File: src/rtl/iterative_divider.sv
// iterative_divider
//   Multi-cycle RV32M divide unit (DIV, DIVU, REM, REMU). Uses a radix-2
//   restoring algorithm, one quotient bit per clock. Division by zero and
//   signed overflow skip the iterations and produce their fixed results.
//
// Ports
//   clk      in   1  clock, rising edge
//   rst      in   1  synchronous active-high reset
//   start    in   1  begin an operation (sampled only in IDLE)
//   op       in   2  00 DIV, 01 DIVU, 10 REM, 11 REMU
//   dividend in  32  rs1, sampled with start
//   divisor  in  32  rs2, sampled with start
//   busy     out  1  high in CALC, FINISH and DONE
//   done     out  1  one-cycle pulse, result_d valid
//   result_d out 32  quotient or remainder, held until the next result

module iterative_divider (
  input  logic        clk,
  input  logic        rst,
  input  logic        start,
  input  logic [1:0]  op,
  input  logic [31:0] dividend,
  input  logic [31:0] divisor,
  output logic        busy,
  output logic        done,
  output logic [31:0] result_d
);

  typedef enum logic [1:0] {
    IDLE   = 2'd0,
    CALC   = 2'd1,
    FINISH = 2'd2,
    DONE   = 2'd3
  } state_t;

  state_t      r_state;
  state_t      w_state_next;

  logic [4:0]  r_cnt;
  logic        r_sel_rem;   // op[1]: return remainder instead of quotient
  logic        r_special;   // results preloaded, no sign correction
  logic        r_q_neg;
  logic        r_r_neg;
  logic [31:0] r_dvsr;      // divisor magnitude
  logic [31:0] r_quo;       // dividend magnitude shifting out, quotient in
  logic [31:0] r_rem;
  logic [31:0] r_result;

  logic        w_signed;
  logic        w_div_zero;
  logic        w_overflow;
  logic [31:0] w_a_mag;
  logic [31:0] w_b_mag;
  logic [32:0] w_shift_rem;
  logic [33:0] w_diff;
  logic        w_take;
  logic [31:0] w_q_fix;
  logic [31:0] w_r_fix;

  assign w_signed   = ~op[0];
  assign w_div_zero = (divisor == 32'd0);
  assign w_overflow = w_signed && (dividend == 32'h8000_0000) &&
                      (divisor == 32'hFFFF_FFFF);
  assign w_a_mag    = (w_signed && dividend[31]) ? (~dividend + 32'd1) : dividend;
  assign w_b_mag    = (w_signed && divisor[31])  ? (~divisor + 32'd1)  : divisor;

  // One restoring step: the partial remainder gains the next dividend bit;
  // bit 33 of the difference is the borrow, i.e. the trial went negative.
  assign w_shift_rem = {r_rem, r_quo[31]};
  assign w_diff      = {1'b0, w_shift_rem} - {2'b00, r_dvsr};
  assign w_take      = ~w_diff[33];

  assign w_q_fix = (r_q_neg && !r_special) ? (~r_quo + 32'd1) : r_quo;
  assign w_r_fix = (r_r_neg && !r_special) ? (~r_rem + 32'd1) : r_rem;

  // State register
  always_ff @(posedge clk) begin
    if (rst) r_state <= IDLE;
    else     r_state <= w_state_next;
  end

  // Next state and status outputs
  always_comb begin
    w_state_next = r_state;
    busy         = 1'b0;
    done         = 1'b0;
    case (r_state)
      IDLE: begin
        if (start) w_state_next = (w_div_zero || w_overflow) ? FINISH : CALC;
      end
      CALC: begin
        busy = 1'b1;
        if (r_cnt == 5'd31) w_state_next = FINISH;
      end
      FINISH: begin
        busy         = 1'b1;
        w_state_next = DONE;
      end
      DONE: begin
        busy         = 1'b1;
        done         = 1'b1;
        w_state_next = IDLE;
      end
      default: w_state_next = IDLE;
    endcase
  end

  // Datapath
  always_ff @(posedge clk) begin
    if (rst) begin
      r_cnt     <= 5'd0;
      r_sel_rem <= 1'b0;
      r_special <= 1'b0;
      r_q_neg   <= 1'b0;
      r_r_neg   <= 1'b0;
      r_dvsr    <= 32'd0;
      r_quo     <= 32'd0;
      r_rem     <= 32'd0;
      r_result  <= 32'd0;
    end else begin
      case (r_state)
        IDLE: begin
          if (start) begin
            r_cnt     <= 5'd0;
            r_sel_rem <= op[1];
            r_q_neg   <= w_signed && (dividend[31] ^ divisor[31]);
            r_r_neg   <= w_signed && dividend[31];
            r_dvsr    <= w_b_mag;
            if (w_div_zero) begin
              r_special <= 1'b1;
              r_quo     <= 32'hFFFF_FFFF;
              r_rem     <= dividend;
            end else if (w_overflow) begin
              r_special <= 1'b1;
              r_quo     <= 32'h8000_0000;
              r_rem     <= 32'd0;
            end else begin
              r_special <= 1'b0;
              r_quo     <= w_a_mag;
              r_rem     <= 32'd0;
            end
          end
        end
        CALC: begin
          r_cnt <= r_cnt + 5'd1;   // wraps 31 -> 0 on the last step
          r_quo <= {r_quo[30:0], w_take};
          // In the restore case the shifted remainder is below the divisor,
          // so it always fits in 32 bits.
          r_rem <= w_take ? w_diff[31:0] : w_shift_rem[31:0];
        end
        FINISH: begin
          r_result <= r_sel_rem ? w_r_fix : w_q_fix;
        end
        default: ;
      endcase
    end
  end

  assign result_d = r_result;

endmodule

File: config.mk
export PLATFORM = sky130hd
export DESIGN_NAME = iterative_divider
export DESIGN_NICKNAME = d
export VERILOG_FILES = /design/src/rtl/iterative_divider.sv
export SDC_FILE = /design/constraint.sdc
export NUM_CORES = 1
export LEC_CHECK = 0
export BUFFER_PORTS_ARGS = -buffer_cell sky130_fd_sc_hd__buf_4
export CAP_MARGIN = 15
export CORE_MARGIN = 8
export CORE_UTILIZATION = 55
export CTS_CLUSTER_DIAMETER = 120
export CTS_CLUSTER_SIZE = 16
export DETAILED_ROUTE_END_ITERATION = 8
export PLACE_DENSITY = 0.75
export SLEW_MARGIN = 20
export SYNTH_ARGS = -nofsm -noshare
export SYNTH_HDL_FRONTEND = slang
export SYNTH_SLANG_ARGS = --single-unit
File: constraint.sdc
create_clock -name clk -period 5.8 [get_ports clk]
set_input_delay 0.29 -clock clk [delete_from_list [all_inputs] [get_ports clk]]
set_output_delay 0.29 -clock clk [all_outputs]
set_load 0.05 [all_outputs]
# After elaboration in Yosys (flattened, before gate mapping)
# Cells that the tools add are included.
[classes] n_mul=0 n_shift=0 n_lt_le_gt_ge=0 bitwise_logic=7 n_mux=23 add_sub_neg=6 div=0 n_eq_ne=8 reduce_logical=16
[ops] op="32-bit two-way mux" count=11
[ops] op="32-bit by 1-bit adder with 32-bit output, second input constant" count=4
[ops] op="32-bit inverter" count=4
[ops] op="32-bit case mux with 2 select lines" count=2
[ops] op="32-bit == test, second input constant" count=2
[ops] op="33-bit by 32-bit subtractor with 34-bit output" count=1
[ops] op="32-bit logical NOT" count=1
[ops] op="5-bit case mux with 2 select lines" count=1
[ops] op="2-bit case mux with 4 select lines" count=1
[ops] op="1-bit logical AND" count=7
[ops] op="2-bit two-way mux" count=3
[ops] op="2-bit AND reduction" count=3
[ops] op="5-bit by 1-bit adder with 5-bit output, second input constant" count=1
[ops] op="5-bit == test, second input constant" count=1
[ops] op="5-bit two-way mux" count=1
[ops] op="2-bit == test, second input constant" count=2
[ops] op="1-bit two-way mux" count=4
[ops] op="2-bit != test, second input constant" count=2
[ops] op="3-bit OR reduction" count=1
[ops] op="2-bit by 1-bit == test with 1-bit output, second input constant" count=1
[ops] op="2-bit logical NOT" count=1
[ops] op="1-bit inverter" count=2
[ops] op="2-bit nonzero test" count=1
[ops] op="1-bit logical NOT" count=1
[ops] op="2 further kinds" count=2
[totals] word_cells=70 in_bits=69 latch_bits=0 ram_bits=0 out_inout_bits=34 reg_bits=139 memories=0 rom_bits=0

# Depth between registers and ports, before layout
[logic_depth] ltp_word=7 mapped_depth=12 mapped_depth_nobuf=12

# Worst setup path before layout
# No wires, ideal clock.
[synth_timing] path_type="register -> register" startpoint="register r_dvsr[26]" endpoint="register r_rem[24]" required_ns=5.721 setup_time_ns=0.079 t_arrival_ns=2.562 path_buffers=1 path_stages_with_launch=12 period_less_slack_ns=2.641 path_slack_ns=3.159 cell_sequence="dfxtp_1 inv_1 ha_1 clkbuf_1 nand3_1 nor3_1 nor4_1 o21a_1 o31ai_2 o21ai_1 or4_1 o211ai_1"
[synth_between] elab_chain_len=3
[synth_rtl] element="start: declaration" line_no="44" source="logic [31:0] r_dvsr;"
[synth_rtl] element="start signal: assignment" line_no="128" source="r_dvsr <= w_b_mag;"
[synth_rtl] element="33-bit by 32-bit subtractor with 34-bit output" line_no="70" source="assign w_diff = {1'b0, w_shift_rem} - {2'b00, r_dvsr};"
[synth_rtl] element="32-bit two-way mux" line_no="149" source="r_rem <= w_take ? w_diff[31:0] : w_shift_rem[31:0];"
[synth_rtl] element="32-bit case mux with 2 select lines" line_no="121" source="case (r_state)"
[synth_rtl] element="end signal: assignment" line_no="132" source="r_rem <= dividend;"
[synth_rtl] element="end signal: assignment" line_no="149"
[synth_rtl] element="end: declaration" line_no="46" source="logic [31:0] r_rem;"
# No other way between the ends.
# A chain may end at the register's enable or synchronous reset.

# Worst setup path after layout
[layout_timing] startpoint="input divisor[0]" endpoint="register r_quo[1]"
[layout_between] elab_chain_len=6 word_cells_on_any_way=7 classes_between="eq/ne (1); mux (4); reduce/logical (2)"
[layout_rtl] element="start: declaration" line_no="23" source="input logic [31:0] divisor,"
[layout_rtl] element="32-bit == test" line_no="63" source="(divisor == 32'hFFFF_FFFF);"
[layout_rtl] element="1-bit logical AND" line_no="62" source="assign w_overflow = w_signed && (dividend == 32'h8000_0000) &&"
[layout_rtl] element="32-bit two-way mux" line_no="133" source="end else if (w_overflow) begin"
[layout_rtl] element="32-bit two-way mux (*)" line_no="129" source="if (w_div_zero) begin"
[layout_rtl] element="32-bit two-way mux (*)" line_no="123" source="if (start) begin"
[layout_rtl] element="32-bit case mux with 2 select lines (*)" line_no="121"
[layout_rtl] element="end signal: assignment" line_no="139" source="r_quo <= w_a_mag;"
[layout_rtl] element="end signal: assignment" line_no="146" source="r_quo <= {r_quo[30:0], w_take};"
[layout_rtl] element="end: declaration" line_no="45" source="logic [31:0] r_quo;"
# Every way passes the cells marked *; elsewhere a longest branch is shown, timed or not. The select of a mux whose other input is x is not followed.

==> impl.org <==
** Outcome
- Outcome :: finished, final reports clean

** Routing
- Detailed-route wire length per cell :: 18.4 um
- In the routed design, unresolved DRC markers number 0.
- Remaining number of nets flagged by the antenna check after routing :: 0
- The final layout contains routed wiring with a total length of ~33000 um.
- The routed layout has 10900 vias.
- Number of iterations in the first detailed-routing pass :: 5
- Detailed router's first-iteration violation count :: 877
- Using the TritonRoute via totals, the vias-per-cell ratio works out to approximately 6.

** Yosys
- Number of distinct library cells after synthesis :: between 70 and 80
- Post-synthesis register bit count :: 139
- Yosys mapped a number of flops with a built-in enable equal to 0.
- Ranked by total cell area, the synthesized netlist is headed by dfxtp_1 26%, xnor2_1 5.5%, nor2_1 5.3%.
- Synthesis produced a netlist whose cell count is around 1500.
- The share of synthesized area in the top cell type comes to 0.256.
- Synth Flop Type :: dfxtp_1
- Yosys top cell by area :: dfxtp_1
- Syn Nets :: approximately 1600
- The Yosys step of the flow raised 0 warnings.
- Most common cell in the synthesized netlist :: nor2_1
- A synthesized cell averages about 7.5 sq um.
- In the synthesized netlist the async set-or-reset flop fraction comes to 0.
- Summing every instance area after synthesis gives 0.0109 sq mm.
- After synthesis, the most frequently instantiated cells are 153 x nor2_1, 139 x dfxtp_1, 114 x a21oi_1.
- Of the synthesized area, sequential elements account for 0.256.

** Timing
- Summed negative setup slack over all endpoints :: 0 ns
- Final setup violating endpoints :: 0
- The hold violation total from the final report is 0.
- At the pin with the least slew margin, the transition time is roughly 1.1 ns.
- The smallest clock period supported by the final layout is computed as ~3.7 ns.
- Setup repair after global routing left no endpoint under its margin.
- Max transition margin :: 0.252
- Final count of pins violating max slew :: 0
- Static timing analysis puts the maximum clock frequency at roughly 0.27 GHz.
- The tightest hold path in the finished design has a slack of around 0.12 ns.
- Between clock sinks in the finished design, the worst skew comes to between 0.007 and 0.008 ns.
- Final period util :: 0.632

** Power and ir drop
- Worst supply voltage drop on vdd :: just under 0.0003 V
- Areal power density over the cells :: 635 mW/mm^2
- Pleak :: ~4.7 nW

** Critical path
- The critical path in this run is classified as input port to flip-flop.
- Minimum setup slack among reg-to-reg paths :: roughly 2.3 ns
- Along the worst path, the maximum fanout reaches 29.
- The worst register-to-register path ends at r_rem[6].
- Kind of end point of the critical path :: flip-flop
- Data required time at the worst endpoint :: 6.13 ns
- Crit path arrival time :: 4.00 ns
- In this run the critical register-to-register path is launched from r_rem[14].
- Logic depth of the worst register-to-register path :: 9
- Kind of start point of the critical path :: input port

** GRT
- Number of global-route vias before repair :: around 10000
- First-pass GRT wire length :: 53100 um
- Antenna violations before repair :: 0
- In the global route stage, overall resource usage came out at 0.266.
- Maximum number of pins on one net before global-route repair :: 96
- Total global routing overflow :: 0

** Finish
- Antenna diode count :: 0
- Of the cells placed in the final design, the portion with a size suffix greater than 1 is 0.120.
- Compared with the post-synthesis result, the final layout area differs by 13.6%.
- Summing all multi-input logic gate instances after layout gives ~0.0075 sq mm.
- In the final layout, flip-flops and latches occupy around 0.0028 sq mm.
- Final-stage net count :: around 1600
- Non-filler cells, final :: between 1500 and 2000
- Counting the fill cells in the layout gives 1826.
- With fillers left out, the area of the finished cells amounts to 0.0123 sq mm.

** Placement
- Once detailed placement completed, the half-perimeter wirelength came to between 20000 and 25000 um.
- # port buffers :: 102
- Cell area after placement :: 0.0117 sq mm
- Global placement routability congestion :: about 0.95
- # placed instances :: around 1700

** Die
- Row generation in the floorplan step produced 51 rows.
- In this run the standard cell core region covers 0.0194 sq mm.
- Die outline area :: around 0.025 sq mm
- Vertical die dimension :: ~160 um
- For this configuration, the core starts out at a cell density of 0.560.
- Boundary pin count :: between 100 and 150
- Die boundary width :: 157 um

** Min path
- In this run the worst hold path is classified as input port to flip-flop.
- Hold depth :: 3
- Hold path startpoint :: op[1]
- The worst hold path terminates at r_sel_rem.

** Clocking
- Post-CTS timing repair inserted 0 buffers for setup.
- TritonCTS built the clock tree.
- CTS max path bufs :: 2
- Clock latency on the worst-skew pair, taken at its later pin, is between 0.4 and 0.5 ns.
- The number of hold buffers added after CTS was 0.
- CTS built an H-tree with a depth of 4.
- Once the clock tree was built, the resizer swapped 0 gates to a different size.
- Counting the buffers created by CTS gives 17.
- The tree built by TritonCTS fans out to around 140 sinks.
- Root Buffer :: clkbuf_16
- After clock tree synthesis, the clock-pin slew on the worst setup and hold paths is 0.06 ns.

** Run
- Max-cap violations in this run came to 0.
## worst max-delay path by stage
stage | slack, ns | to | cells past startpoint | from
after floorplan | 3.16 | r_rem[24] | 11 | r_dvsr[26]
after global placement | 1.84 | r_quo[1] | 11 | divisor[0]
after detailed placement | 1.78 | r_quo[1] | 11 | divisor[0]
after CTS | 2.23 | r_quo[1] | 11 | divisor[0]
after global routing | 1.92 | r_rem[17] | 11 | divisor[0]
final | 2.14 | r_quo[1] | 11 | divisor[0]
## metrics by stage
step | setup slack, ns | power, mW | util
2_1_floorplan | 3.16 | 5.33 | -
3_3_place_gp | 1.84 | 6.50 | 0.604
3_5_place_dp | 1.78 | 6.57 | 0.604
4_1_cts | 2.23 | 7.74 | 0.636
5_1_grt | 1.92 | 8.43 | 0.636
6_report | 2.14 | 7.83 | 0.636
## metal layers
metal	wire (um)	global-route usage	vias up
li1	-	-	5409
met3	2260	0.0447	45
met1	14600	0.353	5058
met5	0	0	-
met2	14900	0.428	395
met4	769	0.0924	0
## placed cells by master (no fill, tap or decap), types with 21 or more instances in the layout
cell type | netlist | layout
ha_1 | 44 | 44
or3_1 | 30 | 30
nand3_1 | 31 | 31
mux2i_1 | 21 | 21
xor2_1 | 62 | 62
dfxtp_1 | 139 | 138
a21oi_1 | 114 | 114
nor3_1 | 38 | 37
nand2_1 | 102 | 102
xnor2_1 | 68 | 68
nand2b_1 | 25 | 25
nor2_1 | 153 | 153
o31ai_1 | 25 | 25
a211oi_1 | 71 | 71
o21ai_0 | 103 | 102
buf_4 | 3 | 114
inv_1 | 70 | 70
## critical path, stage by stage
cell and delay, ns:
buf_4 0.12, inv_1 0.07, ha_1 0.16, or3b_1 0.41
and3b_1 0.30, nand4_2 0.17, nor4_4 0.85, and2_1 0.98
or2_2 0.34, a211oi_1 0.07, a211oi_1 0.20
## power by group
group	internal, mW	switching [mW]	total (mW)
sequential	1.27	0.493	1.76
clock	0.717	0.426	1.14
combinational	1.88	3.04	4.92
total	3.87	3.96	7.83
## area by class of cell
cell class / instances / share of cell area
Multi-Input combinational cell: 1151 / 0.607
Sequential cell: 139 / 0.226
Timing Repair Buffer: 114 / 0.0694
Clock buffer: 20 / 0.0354
Tap cell: 265 / 0.0269
Inverter: 71 / 0.0216
Clock inverter: 12 / 0.0140
## registers in the layout, indices dropped and copies added, names as in the netlist, 2 cells and up
signal and flops:
r_rem 32, result_d 32, r_state 2, r_cnt 5
r_dvsr 32, r_quo 32
## kinds of logic after synthesis
group                    share of synthesized area
adder cells (fa/ha/maj)                     0.0525
multiplexers                                0.0235
XOR/XNOR                                     0.105
AND/OR/NAND/NOR                              0.226
buffers and inverters                       0.0570
AO/OA/AOI/OAI                                0.280
flip-flops                                   0.256
Note: power is estimated with default switching activity, not from simulation.
